[config.mk]
export PLATFORM = sky130hd
export DESIGN_NAME = sync_fifo_flat
export DESIGN_NICKNAME = d
export VERILOG_FILES = /design/src/rtl/sync_fifo_pkg.sv /design/src/rtl/sync_fifo_if.sv /design/src/rtl/sync_fifo_regfile.sv /design/src/rtl/sync_fifo.sv /design/src/flat_wrapper.sv
export SDC_FILE = /design/constraint.sdc
export NUM_CORES = 1
export LEC_CHECK = 0
export BUFFER_PORTS_ARGS = -buffer_cell sky130_fd_sc_hd__buf_2
export CORE_ASPECT_RATIO = 0.7
export CORE_MARGIN = 10
export CORE_UTILIZATION = 54
export CTS_BUF_LIST = sky130_fd_sc_hd__clkbuf_8 sky130_fd_sc_hd__clkbuf_16
export CTS_CLUSTER_DIAMETER = 40
export DETAILED_ROUTE_END_ITERATION = 8
export PLACE_DENSITY = 0.76
export REMOVE_ABC_BUFFERS = 1
export SLEW_MARGIN = 20
export SYNTH_ARGS = -nofsm -noshare
export SYNTH_HDL_FRONTEND = slang
export SYNTH_SLANG_ARGS = --single-unit
[constraint.sdc]
create_clock -name clk -period 1.7 [get_ports clk]
set_input_delay 0.085 -clock clk [delete_from_list [all_inputs] [get_ports clk]]
set_output_delay 0.085 -clock clk [all_outputs]
set_load 0.005 [all_outputs]
[src/rtl/sync_fifo_pkg.sv]
// Shared project constants for the synchronous FIFO: default word and address widths.
package sync_fifo_pkg;

  localparam int DEF_B = 8;
  localparam int DEF_W = 2;

endpackage : sync_fifo_pkg

[src/rtl/sync_fifo_if.sv]
// Handshake/data bundle between a FIFO producer/consumer (master) and the FIFO (slave).
interface sync_fifo_if
  import sync_fifo_pkg::*;
#(
  parameter int B = DEF_B,
  parameter int W = DEF_W
);

  logic         wr;
  logic         rd;
  logic [B-1:0] w_data;
  logic [B-1:0] r_data;
  logic         empty;
  logic         full;
  logic         almost_full;
  logic [W:0]   count;
  logic         ovf;
  logic         unf;

  modport master (
    output wr, rd, w_data,
    input  r_data, empty, full, almost_full, count, ovf, unf
  );

  modport slave (
    input  wr, rd, w_data,
    output r_data, empty, full, almost_full, count, ovf, unf
  );

endinterface : sync_fifo_if

[src/rtl/sync_fifo_regfile.sv]
// Team register file: one synchronous write port, one asynchronous read port, no reset.
module sync_fifo_regfile
  import sync_fifo_pkg::*;
#(
  parameter int B = DEF_B,
  parameter int W = DEF_W
) (
  input  logic         clk,
  input  logic         we_i,
  input  logic [W-1:0] waddr_i,
  input  logic [B-1:0] wdata_i,
  input  logic [W-1:0] raddr_i,
  output logic [B-1:0] rdata_o
);

  logic [B-1:0] mem_q [2**W];

  always_ff @(posedge clk) begin
    if (we_i) begin
      mem_q[waddr_i] <= wdata_i;
    end
  end

  assign rdata_o = mem_q[raddr_i];

endmodule : sync_fifo_regfile

[src/rtl/sync_fifo.sv]
// First-word-fall-through synchronous FIFO with registered occupancy flags and sticky
// overflow/underflow indicators.
module sync_fifo
  import sync_fifo_pkg::*;
#(
  parameter int B        = DEF_B,
  parameter int W        = DEF_W,
  parameter int AF_LEVEL = 2**W - 1
) (
  input  logic         clk,
  input  logic         reset,
  sync_fifo_if.slave   bus
);

  localparam logic [W:0] DEPTH_C  = (W+1)'(2**W);
  localparam logic [W:0] CNT_ONE  = (W+1)'(1);
  localparam logic [W-1:0] PTR_ONE = W'(1);
  localparam logic       AF_RST   = (AF_LEVEL == 0);

  logic [W-1:0] w_ptr_q, w_ptr_d;
  logic [W-1:0] r_ptr_q, r_ptr_d;
  logic [W:0]   count_q, count_d;
  logic         empty_q, empty_d;
  logic         full_q, full_d;
  logic         af_q, af_d;
  logic         ovf_q, ovf_d;
  logic         unf_q, unf_d;
  logic         wr_acc;
  logic         rd_acc;
  logic [B-1:0] rdata;

  // A write into a full FIFO is still accepted when a read frees the head slot that edge.
  always_comb begin
    wr_acc  = bus.wr && (!full_q || bus.rd);
    rd_acc  = bus.rd && !empty_q;

    w_ptr_d = w_ptr_q;
    r_ptr_d = r_ptr_q;
    count_d = count_q;
    ovf_d   = ovf_q;
    unf_d   = unf_q;

    if (wr_acc) begin
      w_ptr_d = w_ptr_q + PTR_ONE;
    end
    if (rd_acc) begin
      r_ptr_d = r_ptr_q + PTR_ONE;
    end

    if (wr_acc && !rd_acc) begin
      count_d = count_q + CNT_ONE;
    end else if (rd_acc && !wr_acc) begin
      count_d = count_q - CNT_ONE;
    end

    if (bus.wr && !wr_acc) begin
      ovf_d = 1'b1;
    end
    if (bus.rd && empty_q) begin
      unf_d = 1'b1;
    end

    empty_d = (count_d == '0);
    full_d  = (count_d == DEPTH_C);
    af_d    = (int'(count_d) >= AF_LEVEL);
  end

  always_ff @(posedge clk) begin
    if (reset) begin
      w_ptr_q <= '0;
      r_ptr_q <= '0;
      count_q <= '0;
      empty_q <= 1'b1;
      full_q  <= 1'b0;
      af_q    <= AF_RST;
      ovf_q   <= 1'b0;
      unf_q   <= 1'b0;
    end else begin
      w_ptr_q <= w_ptr_d;
      r_ptr_q <= r_ptr_d;
      count_q <= count_d;
      empty_q <= empty_d;
      full_q  <= full_d;
      af_q    <= af_d;
      ovf_q   <= ovf_d;
      unf_q   <= unf_d;
    end
  end

  // Storage is never cleared; reset only rewinds the pointers so stale words become unreachable.
  sync_fifo_regfile #(
    .B (B),
    .W (W)
  ) u_regfile (
    .clk     (clk),
    .we_i    (wr_acc && !reset),
    .waddr_i (w_ptr_q),
    .wdata_i (bus.w_data),
    .raddr_i (r_ptr_q),
    .rdata_o (rdata)
  );

  assign bus.r_data      = rdata;
  assign bus.empty       = empty_q;
  assign bus.full        = full_q;
  assign bus.almost_full = af_q;
  assign bus.count       = count_q;
  assign bus.ovf         = ovf_q;
  assign bus.unf         = unf_q;

endmodule : sync_fifo
[src/flat_wrapper.sv]
// flat-port wrapper written by rule: the top's interface ports become plain ports
module sync_fifo_flat import sync_fifo_pkg::*;
#(
  parameter int B        = DEF_B,
  parameter int W        = DEF_W,
  parameter int AF_LEVEL = 2**W - 1
)
  (clk, reset, bus_wr, bus_rd, bus_w_data, bus_r_data, bus_empty, bus_full, bus_almost_full, bus_count, bus_ovf, bus_unf);
  sync_fifo_if #(.B(B), .W(W)) bus_i ();
  input  logic clk;
  input  logic reset;
  input wire logic [$bits(bus_i.wr)-1:0] bus_wr;
  input wire logic [$bits(bus_i.rd)-1:0] bus_rd;
  input wire logic [$bits(bus_i.w_data)-1:0] bus_w_data;
  output wire logic [$bits(bus_i.r_data)-1:0] bus_r_data;
  output wire logic [$bits(bus_i.empty)-1:0] bus_empty;
  output wire logic [$bits(bus_i.full)-1:0] bus_full;
  output wire logic [$bits(bus_i.almost_full)-1:0] bus_almost_full;
  output wire logic [$bits(bus_i.count)-1:0] bus_count;
  output wire logic [$bits(bus_i.ovf)-1:0] bus_ovf;
  output wire logic [$bits(bus_i.unf)-1:0] bus_unf;
  assign bus_i.wr = bus_wr;
  assign bus_i.rd = bus_rd;
  assign bus_i.w_data = bus_w_data;
  assign bus_r_data = bus_i.r_data;
  assign bus_empty = bus_i.empty;
  assign bus_full = bus_i.full;
  assign bus_almost_full = bus_i.almost_full;
  assign bus_count = bus_i.count;
  assign bus_ovf = bus_i.ovf;
  assign bus_unf = bus_i.unf;
  sync_fifo #(.B(B), .W(W), .AF_LEVEL(AF_LEVEL)) u_core (.clk(clk), .reset(reset), .bus(bus_i));
endmodule
# Yosys cells after proc, flatten, opt, wreduce, memory -nomap -nowiden
# Memory sizes are Yosys's and may differ from the RTL's. A register that Yosys moved wholly into a read port is not among the register bits.
# Index checks and enable logic that the tools add are counted.
dict set report word_totals {
  register_bits 12
  n_memories 1
  mem_bits_rw 32
  wordCells 35
}
dict set report classes {
  muxes 6
  order_cmp 1
  n_reduce_logical 14
  addsub 4
  n_eq_ne 1
}
# memory words word_bits rd rd_ports_with_merged_regs wr line_no
set memory_table {}
lappend memory_table {u_core.u_regfile.mem_q 4 8 1 1 1 sync_fifo_regfile.sv:16} ;# logic [B-1:0] mem_q [2**W];
# op count
set op_table {}
lappend op_table {{$logic_and A1 B1 Y1} 7}
lappend op_table {{$mux W3} 2}
lappend op_table {{$logic_not A1 Y1} 5}
lappend op_table {{$add A2 B1 Y2 const B} 2}
lappend op_table {{$mux W2} 2}
lappend op_table {{$add A3 B1 Y3 const B} 1}
lappend op_table {{$eq A3 B3 Y1 const B} 1}
lappend op_table {{$ge A3 B2 Y1 const B} 1}
lappend op_table {{$logic_not A3 Y1} 1}
lappend op_table {{$sub A3 B1 Y3 const B} 1}
lappend op_table {{$mux W1} 2}
lappend op_table {{$logic_or A1 B1 Y1} 1}

# Depth between registers and ports, before layout
# Gate-level depths: netlist of the first run.
dict set report logic_depth {
  ltp_word 8
  mapped_depth 6
  mapped_depth_nobuf 6
}

# Cells and area by module
# A second synthesis of the first run with hierarchy kept.
dict set report unflattened {
  hier_cells 108
  hier_area_um2 1750.4
}
# mod cells_each instances area_per_inst_um2
set by_module_without_submodules {}
lappend by_module_without_submodules {sync_fifo_regfile 46 1 1188.6}
lappend by_module_without_submodules {sync_fifo 62 1 561.8}

# Least setup slack after synthesis of the first run
# OpenSTA, ideal clock, no wires.
dict set report synth_timing {
  path_kind {register to register}
  startpoint {register u_core.count_q[1] (netlist: u_core.bus.count[1])}
  endpoint {register u_core.af_q (netlist: u_core.bus.almost_full)}
  t_required_ns 1.599
  path_slack_ns 0.157
  t_arrival_ns 1.442
  stages_incl_launch_ff 7
  cell_sequence {dfxtp_1 > inv_1 > ha_1 > nand2_1 > o32ai_1 > a31o_2 > o41ai_1}
}
dict set report synth_between {
  elab_chain_len 4
  elab_cells_between_ends 5
  cone_classes {add/sub: 2; order compare: 1; mux: 2}
}
# element line_no
set synth_rtl {}
lappend synth_rtl {{from (decl)} sync_fifo.sv:22} ;# logic [W:0] count_q, count_d;
lappend synth_rtl {{from (signal assigned)} sync_fifo.sv:81} ;# count_q <= count_d;
lappend synth_rtl {{$sub A3 B1 Y3} sync_fifo.sv:53} ;# count_d = count_q - CNT_ONE;
lappend synth_rtl {{$mux W3} sync_fifo.sv:52} ;# end else if (rd_acc && !wr_acc) begin
lappend synth_rtl {{$mux W3 *} sync_fifo.sv:50} ;# if (wr_acc && !rd_acc) begin
lappend synth_rtl {{$ge A3 B2 Y1 *} sync_fifo.sv:65} ;# af_d = (int'(count_d) >= AF_LEVEL);
lappend synth_rtl {{to (signal assigned)} sync_fifo.sv:75} ;# af_q <= AF_RST;
lappend synth_rtl {{to (signal assigned)} sync_fifo.sv:84} ;# af_q <= af_d;
lappend synth_rtl {{to (decl)} sync_fifo.sv:25} ;# logic af_q, af_d;
# Mark *: on every way between the ends. The rest lies on a longest branch, timed or not.
# A chain may end at the register's enable or synchronous reset.

# Final worst setup path of the first run
# Ends and elaborated chain as after synthesis.

==> flow_summary_export.csv, run 1 <==
group,metric,value,unit
critical_path,setup.worst_path.end,"u_core.bus.almost_full$_SDFF_PP0_",
detailed_routing,drc_errors,0,
finish,seqCellArea,1242,sq um
timing,finalMaxSlewViolations,0,
critical_path,crit_fanout,6,
critical_path,crit_path_start_kind,"flop",
global_route,grt_max_degree,16,
detailed_routing,drt_first_iter_violations,99,
pwr,pwr-share-comb,26.5,%
critical_path,startpoint,"u_core.bus.count[1]$_SDFF_PP0_",
pwr,p_seq_share,47.8,%
synthesis,postSynthCellCount,129,
finish,final_cells,214,
clock_tree,insertion_delay,290,ps
global_route,grt_pass1_vias,1179,
timing,rsz0062_at_grt,"no",
critical_path,reg2reg_slack,130,ps
finish,drive_above_1_share,33.54,%
finish,syn2layout_area_growth,17.20,%
critical_path,r2r_start,"u_core.bus.count[1]$_SDFF_PP0_",
synthesis,synth_top_area_share,50.03,%
synthesis,synth_area,1921,sq um
timing,fin_tns_setup,0,ps
synthesis,ys_warn_count,0,
timing,fmax,635.4,MHz
timing,skew,5.175,ps
timing,finalSetupViolCount,0,
finish,nFillCells,275,
timing,fin_crit,1574,ps
critical_path,worstRegToRegCells,6,
critical_path,cp-end-kind,"flop",
finish,antenna_cells,0,
clock_tree,cts_buffers,5,
synthesis,synth.most_common_cell,"edfxtp_1",
placed_design,post-dp-hpwl,2587,um
die,ios,28,
outcome,status,"completed",
finish,multi_input_area,640.6,sq um
detailed_routing,wire_per_inst,16.75,um
synthesis,yosysSeqAreaShare,64.63,%
global_route,grt_use_total,11.74,%
pwr,power.internal,0.002125,W
global_route,grt_pass1_wl,5934,um
pwr,p_clk_share,25.7,%
synthesis,async_reset_ff_share,0,%
die,row_count,18,
clock_tree,cts-hold-fix-buffers,0,
critical_path,critPathKind,"flop to flop",
die,core_area,3468,sq um
synthesis,synth.distinct_cells,38,
detailed_routing,postRouteAntennaNets,0,
critical_path,crit_arrival,1770,ps
timing,worst_pin_slew,425.5,ps
pwr,p_leak,0.8575,nW
synthesis,yosysTopAreaCell,"edfxtp_1",
synthesis,ys_dominant_reg_cell,"edfxtp_1",
clock_tree,htreeDepth,2,
hold_path,hp-class,"input port to flop",
synthesis,synth_edf_count,32,
clock_tree,clock_sinks,46,
pwr,power_per_cell_area,1306,nW/um^2
global_route,antenna_found_initial,0,
pwr,sw_frac_of_total,27.73,%
critical_path,worstReg2RegEnd,"u_core.bus.almost_full$_SDFF_PP0_",
pwr,p_sw,0.0008154,W
die,die_area,6380,sq um
synthesis,ys_top_cells_by_count,"edfxtp_1 (32), dfxtp_1 (14), nor2_1 (9), mux4_2 (8)",
clock_tree,clk_pin_slew,70,ps
synthesis,syn_avg_cell_area,14.89,sq um
placed_design,placed_cells,206,
synthesis,ys_top_cells_by_area,"edfxtp_1 (50%), dfxtp_1 (15%), mux4_2 (9.4%)",
die,dieWidth,91.28,um
die,start_util,55.38,%
placed_design,gp_congestion,0.8320,
timing,timing_hold_violations_final,0,
timing,period_share,92.58,%
detailed_routing,routed_wirelength,3584,um
critical_path,required,1890,ps
finish,layout.nets,181,
clock_tree,cts_tree,"yes",
detailed_routing,dr_total_vias,1139,
global_route,grt_overflow,0,
synthesis,ys_seq_elements,46,
placed_design,port_buffers,27,
clock_tree,clk_path_buf_depth,2,
detailed_routing,drt-pass1-iter-count,4,
detailed_routing,via_per_inst,5.322,
job,cap_violations,0,
pwr,max-vdd-ir-drop,0.0009574,V
timing,slew_headroom,71.59,%
die,die_height,69.90,um
clock_tree,cts_root_buf,"clkbuf_8",
[critical path, cell delays in order (launching register included)]
cell,delay [ps]
dfxtp_2,350
inv_1,160
ha_2,340
nand2_1,70
o32ai_1,70
a31o_2,230
o41ai_2,250
[registers in the layout, summed over array words and instances, names as in the netlist, named ones only]
register	cells
u_core.w_ptr_q	2
u_core.bus.count	3
u_core.bus.ovf	1
u_core.bus.full	1
u_core.u_regfile.mem_q	32
u_core.bus.unf	1
u_core.bus.empty	1
u_core.r_ptr_q	2
u_core.bus.almost_full	1
[cells by family (layout without fill, tap and decap cells)]
group / count (synthesis) / after routing / share of synthesized area, %
buffers and inverters: 12 / 47 / 2.540
adder cells (fa/ha/maj): 6 / 6 / 3.909
AO/OA/AOI/OAI: 20 / 20 / 8.405
XOR/XNOR: 6 / 6 / 2.736
AND/OR/NAND/NOR: 31 / 31 / 8.404
flip-flops: 46 / 46 / 64.63
multiplexers: 8 / 8 / 9.381
[worst min-delay path by stage]
| stage | startpoint | to | slack, ps | cells after the start |
|---|---|---|---|---|
| 2_1_floorplan | reset | u_core.w_ptr_q[1]$_SDFFE_PP0N_ | 150 | 1 |
| 3_3_place_gp | bus_w_data[4] | u_core.u_regfile.mem_q[0][4]$_DFFE_PP_ | 290 | 1 |
| 3_5_place_dp | bus_w_data[5] | u_core.u_regfile.mem_q[2][5]$_DFFE_PP_ | 300 | 1 |
| 4_1_cts | bus_w_data[5] | u_core.u_regfile.mem_q[2][5]$_DFFE_PP_ | 0.1 | 1 |
| 5_1_grt | bus_w_data[0] | u_core.u_regfile.mem_q[3][0]$_DFFE_PP_ | 0.5 | 1 |
| 6_report | bus_w_data[5] | u_core.u_regfile.mem_q[2][5]$_DFFE_PP_ | 8 | 1 |
[final cells by class]
type	instances	area share (%)
flip-flops and latches	46	55.20
multi-input cells	71	28.46
repair buffers	32	7.671
clock buffers	5	3.057
well taps	50	2.779
clock inverters	3	1.668
inverters	7	1.167
[what timing repair did]
| action | 4_1_cts | 5_1_grt |
|---|---|---|
| gates resized for setup | 0 | 3 |
| setup buffers | 0 | 0 |
| setup endpoints to repair | 0 | 3 |
[per-stage QoR]
step	utilization, %	worst slack [ps]	cell area, sq um	total power (W)	hold WS [ps]
floorplan	-	157.1	1898	0.001910	154.1
global placement	61.51	128.3	2133	0.002141	294.9
detailed placement	61.51	36.40	2133	0.002179	298.9
CTS	64.57	5.006	2240	0.002935	0.1227
global route	64.90	15.90	2251	0.003100	0.4583
finish	64.90	126.2	2251	0.002940	7.949
[cells in the final DEF (no fill, tap or decap), drive strengths merged, types with 2 or more instances in the layout]
master / instances
o2111ai: 2
xnor2: 5
o41ai: 2
nand2: 6
a21oi: 4
ha: 6
inv: 9
clkbuf: 5
mux4: 8
buf: 32
and2: 5
o21a: 2
nand2b: 3
dfxtp: 14
o21ai: 2
nand3: 2
nor2: 9
edfxtp: 32
a31o: 2
[power by group through the flow]
| stage | logic (W) | registers [W] | clock network, W |
|---|---|---|---|
| after floorplan | 0.000479 | 0.00143 | 0 |
| after global placement | 0.000728 | 0.00141 | 0 |
| after detailed placement | 0.000757 | 0.00142 | 0 |
| after CTS | 0.000767 | 0.00140 | 0.000771 |
| after global routing | 0.000862 | 0.00142 | 0.000820 |
| final | 0.000779 | 0.00140 | 0.000757 |
[routing by layer]
| layer | global-route usage (%) | wire length, um | part of all wire [%] | vias to the layer above |
|---|---|---|---|---|
| met5 | 0 | 0 | 0 | - |
| met4 | 3.120 | 38 | 1.1 | 0 |
| met3 | 4.269 | 150 | 4.2 | 5 |
| met2 | 19.41 | 1795 | 50 | 20 |
| met1 | 14.15 | 1599 | 45 | 562 |
| li1 | - | - | - | 552 |
Power figures use the tool's default switching activity.
==> inputs of run 2 (changes only) <==
--- a/config.mk
+++ b/config.mk
@@ -5,6 +5,7 @@
 export SDC_FILE = /design/constraint.sdc
 export NUM_CORES = 1
 export LEC_CHECK = 0
+export ABC_AREA = 1
 export BUFFER_PORTS_ARGS = -buffer_cell sky130_fd_sc_hd__buf_2
 export CORE_ASPECT_RATIO = 0.7
 export CORE_MARGIN = 10
==> run 2 against run 1 <==
Net effect:
- worst hold slack better by 8.4 ps
- worst setup slack better by 49 ps
- highest routed layer unchanged
- clock-buffer cell count is the same
==> flow_summary_export.csv, run 2 <==
group,metric,value,unit
outcome,status,"completed",
finish,mostFrequentLayoutCell,"edfxtp_1",
timing,fin_tns_setup,0,ps
synthesis,ys_warn_count,0,
finish,drive_above_1_share,27.91,%
detailed_routing,routed_wirelength,3880,um
clock_tree,cts_tree,"yes",
timing,skew,6.149,ps
finish,mostFrequentLayoutCells,"edfxtp_1 (32), nor2_1 (27), buf_2 (27), o21ai_0 (18), inv_1 (17)",
detailed_routing,drt-pass1-iter-count,4,
finish,layout.nets,232,
timing,fmax,655.7,MHz
placed_design,place_area,2125,sq um
clock_tree,cts_buffers,5,
synthesis,ys_top_cells_by_count,"edfxtp_1 (32), nor2_1 (27), o21ai_0 (18), inv_1 (17), nand2_1 (15)",
critical_path,critPathKind,"flop to primary output",
synthesis,syn_avg_cell_area,11.15,sq um
synthesis,postSynthCellCount,170,
placed_design,post-dp-hpwl,2759,um
die,ios,28,
synthesis,synth.most_common_cell,"edfxtp_1",
global_route,grt_pass1_vias,1280,
synthesis,synth.distinct_cells,22,
finish,syn2layout_area_growth,21.39,%
clock_tree,cts_root_buf,"clkbuf_8",
critical_path,cp-end-kind,"primary output",
detailed_routing,drc_errors,0,
finish,finalInstanceArea,2301,sq um
hold_path,hp-class,"input port to flop",
critical_path,crit_path_start_kind,"flop",
detailed_routing,via_per_inst,5.129,
timing,period_share,89.71,%
synthesis,yosysSeqAreaShare,65.48,%
synthesis,ys_dominant_reg_cell,"edfxtp_1",
synthesis,synth_top_area_share,50.69,%
clock_tree,clk_pin_slew,90,ps
synthesis,synth_edf_count,32,
synthesis,async_reset_ff_share,0,%
pwr,power_per_cell_area,1043,nW/um^2
detailed_routing,postRouteAntennaNets,0,
clock_tree,insertion_delay,290,ps
finish,largest_register_ffs,32,
timing,finalSetupViolCount,0,
detailed_routing,dr_total_vias,1349,
clock_tree,clock_sinks,46,
detailed_routing,wire_per_inst,14.75,um
die,row_count,17,
pwr,p_leak,0.9646,nW
timing,finalMaxSlewViolations,0,
timing,rsz0062_at_grt,"no",
pwr,max-vdd-ir-drop,0.0006802,V
global_route,antenna_found_initial,1,
critical_path,required,1620,ps
detailed_routing,drt_first_iter_violations,114,
timing,slew_headroom,69.77,%
placed_design,port_buffers,27,
die,start_util,58.25,%
global_route,grt_max_degree,17,
synthesis,ys_top_cells_by_area,"edfxtp_1 (51%), dfxtp_1 (15%), nor2_1 (5.3%)",
clock_tree,htreeDepth,2,
timing,whs,16.31,ps
synthesis,yosysTopAreaCell,"edfxtp_1",
timing,fin_crit,1525,ps
critical_path,crit_fanout,9,
job,cap_violations,0,
timing,timing_hold_violations_final,0,
synthesis,synth_area,1896,sq um
finish,fin_util,70.70,%
die,core_area,3254,sq um
clock_tree,cts.repair.resized,0,
clock_tree,clk_path_buf_depth,2,
critical_path,crit_arrival,1440,ps
global_route,grt_use_total,11.82,%
finish,top_register,"u_core.u_regfile.mem_q",
timing,worst_pin_slew,453.0,ps
die,die_area,6318,sq um
die,dieWidth,90.82,um
placed_design,gp_congestion,0.8584,
pwr,total_power,0.002399,W
die,die_height,69.57,um
global_route,grt_pass1_wl,6058,um
synthesis,ys_seq_elements,46,
global_route,grt_overflow,0,
[run 2: cell types whose count changed after synthesis, moves of 5 or more]
cell     before  now
o21ai_0       2   18
nand2_2       0    5
nor2_1        9   27
nand2_1       6   15
o22ai_1       0    8
xnor2_1       5    0
mux4_2        8    0
inv_1         6   17
[run 2: cells by family after synthesis]
kind of cell / count (synthesis) / synth area share (%)
simple gates: 62 / 16.11
flops: 46 / 65.48
compound gates: 32 / 9.308
buf+inv: 23 / 4.686
fa+ha+maj: 6 / 3.960
xor+xnor: 1 / 0.4621
[run 2: final cells by class]
class,instances,area [sq um]
Timing Repair Buffer,39,240.2
Sequential cell,46,1241
Clock inverter,3,45.04
Multi-Input combinational cell,101,565.5
Clock buffer,5,68.82
Fill cell,243,953.4
Antenna cell,1,2.502
Tap cell,47,58.81
Inverter,21,78.83
[run 2: path summary, 6_finish.rpt]
check / from / cells past startpoint / end / slack, ps
hold reg to reg: u_core.bus.ovf$_SDFFE_PP0P_ / 1 / u_core.bus.ovf$_SDFFE_PP0P_ / 470
hold / removal: bus_w_data[1] / 1 / u_core.u_regfile.mem_q[1][1]$_DFFE_PP_ / 20
setup reg to reg: u_core.bus.count[0]$_SDFF_PP0_ / 7 / u_core.bus.empty$_SDFF_PP1_ / 420
setup / recovery: flop / 4 / bus_r_data[5] / 170
[run 2: worst max-delay path, stage by stage (launching register included)]
cell and delay [ps]:
dfxtp_1 520, inv_1 220, o21ai_0 150, o22ai_1 110, buf_2 140
[run 2: layer usage]
metal	track usage, %	share of wire (%)	vias up
met4	3.431	1.4	0
li1	-	-	664
met3	3.772	5.1	6
met5	0	0	-
met2	19.68	50	42
met1	14.30	44	637
[run 2: power by group]
group	switching (W)	internal, W	total (W)
sequential	0.0000296	0.00125	0.00128
clock	0.000366	0.000437	0.000803
combinational	0.000191	0.000128	0.000319
[run 2: per-stage QoR]
step                std cells  worst slack, ps
finish                    263            174.8
global route              263            83.11
CTS                       259            168.2
detailed placement        248            432.9
global placement          248            484.8
floorplan                 168            373.3
[run 2: what timing repair did]
| action | CTS | global route |
|---|---|---|
| endpoints found under the hold margin | 10 | 8 |
| buffers inserted | 0 | 0 |
| hold buffers | 3 | 3 |
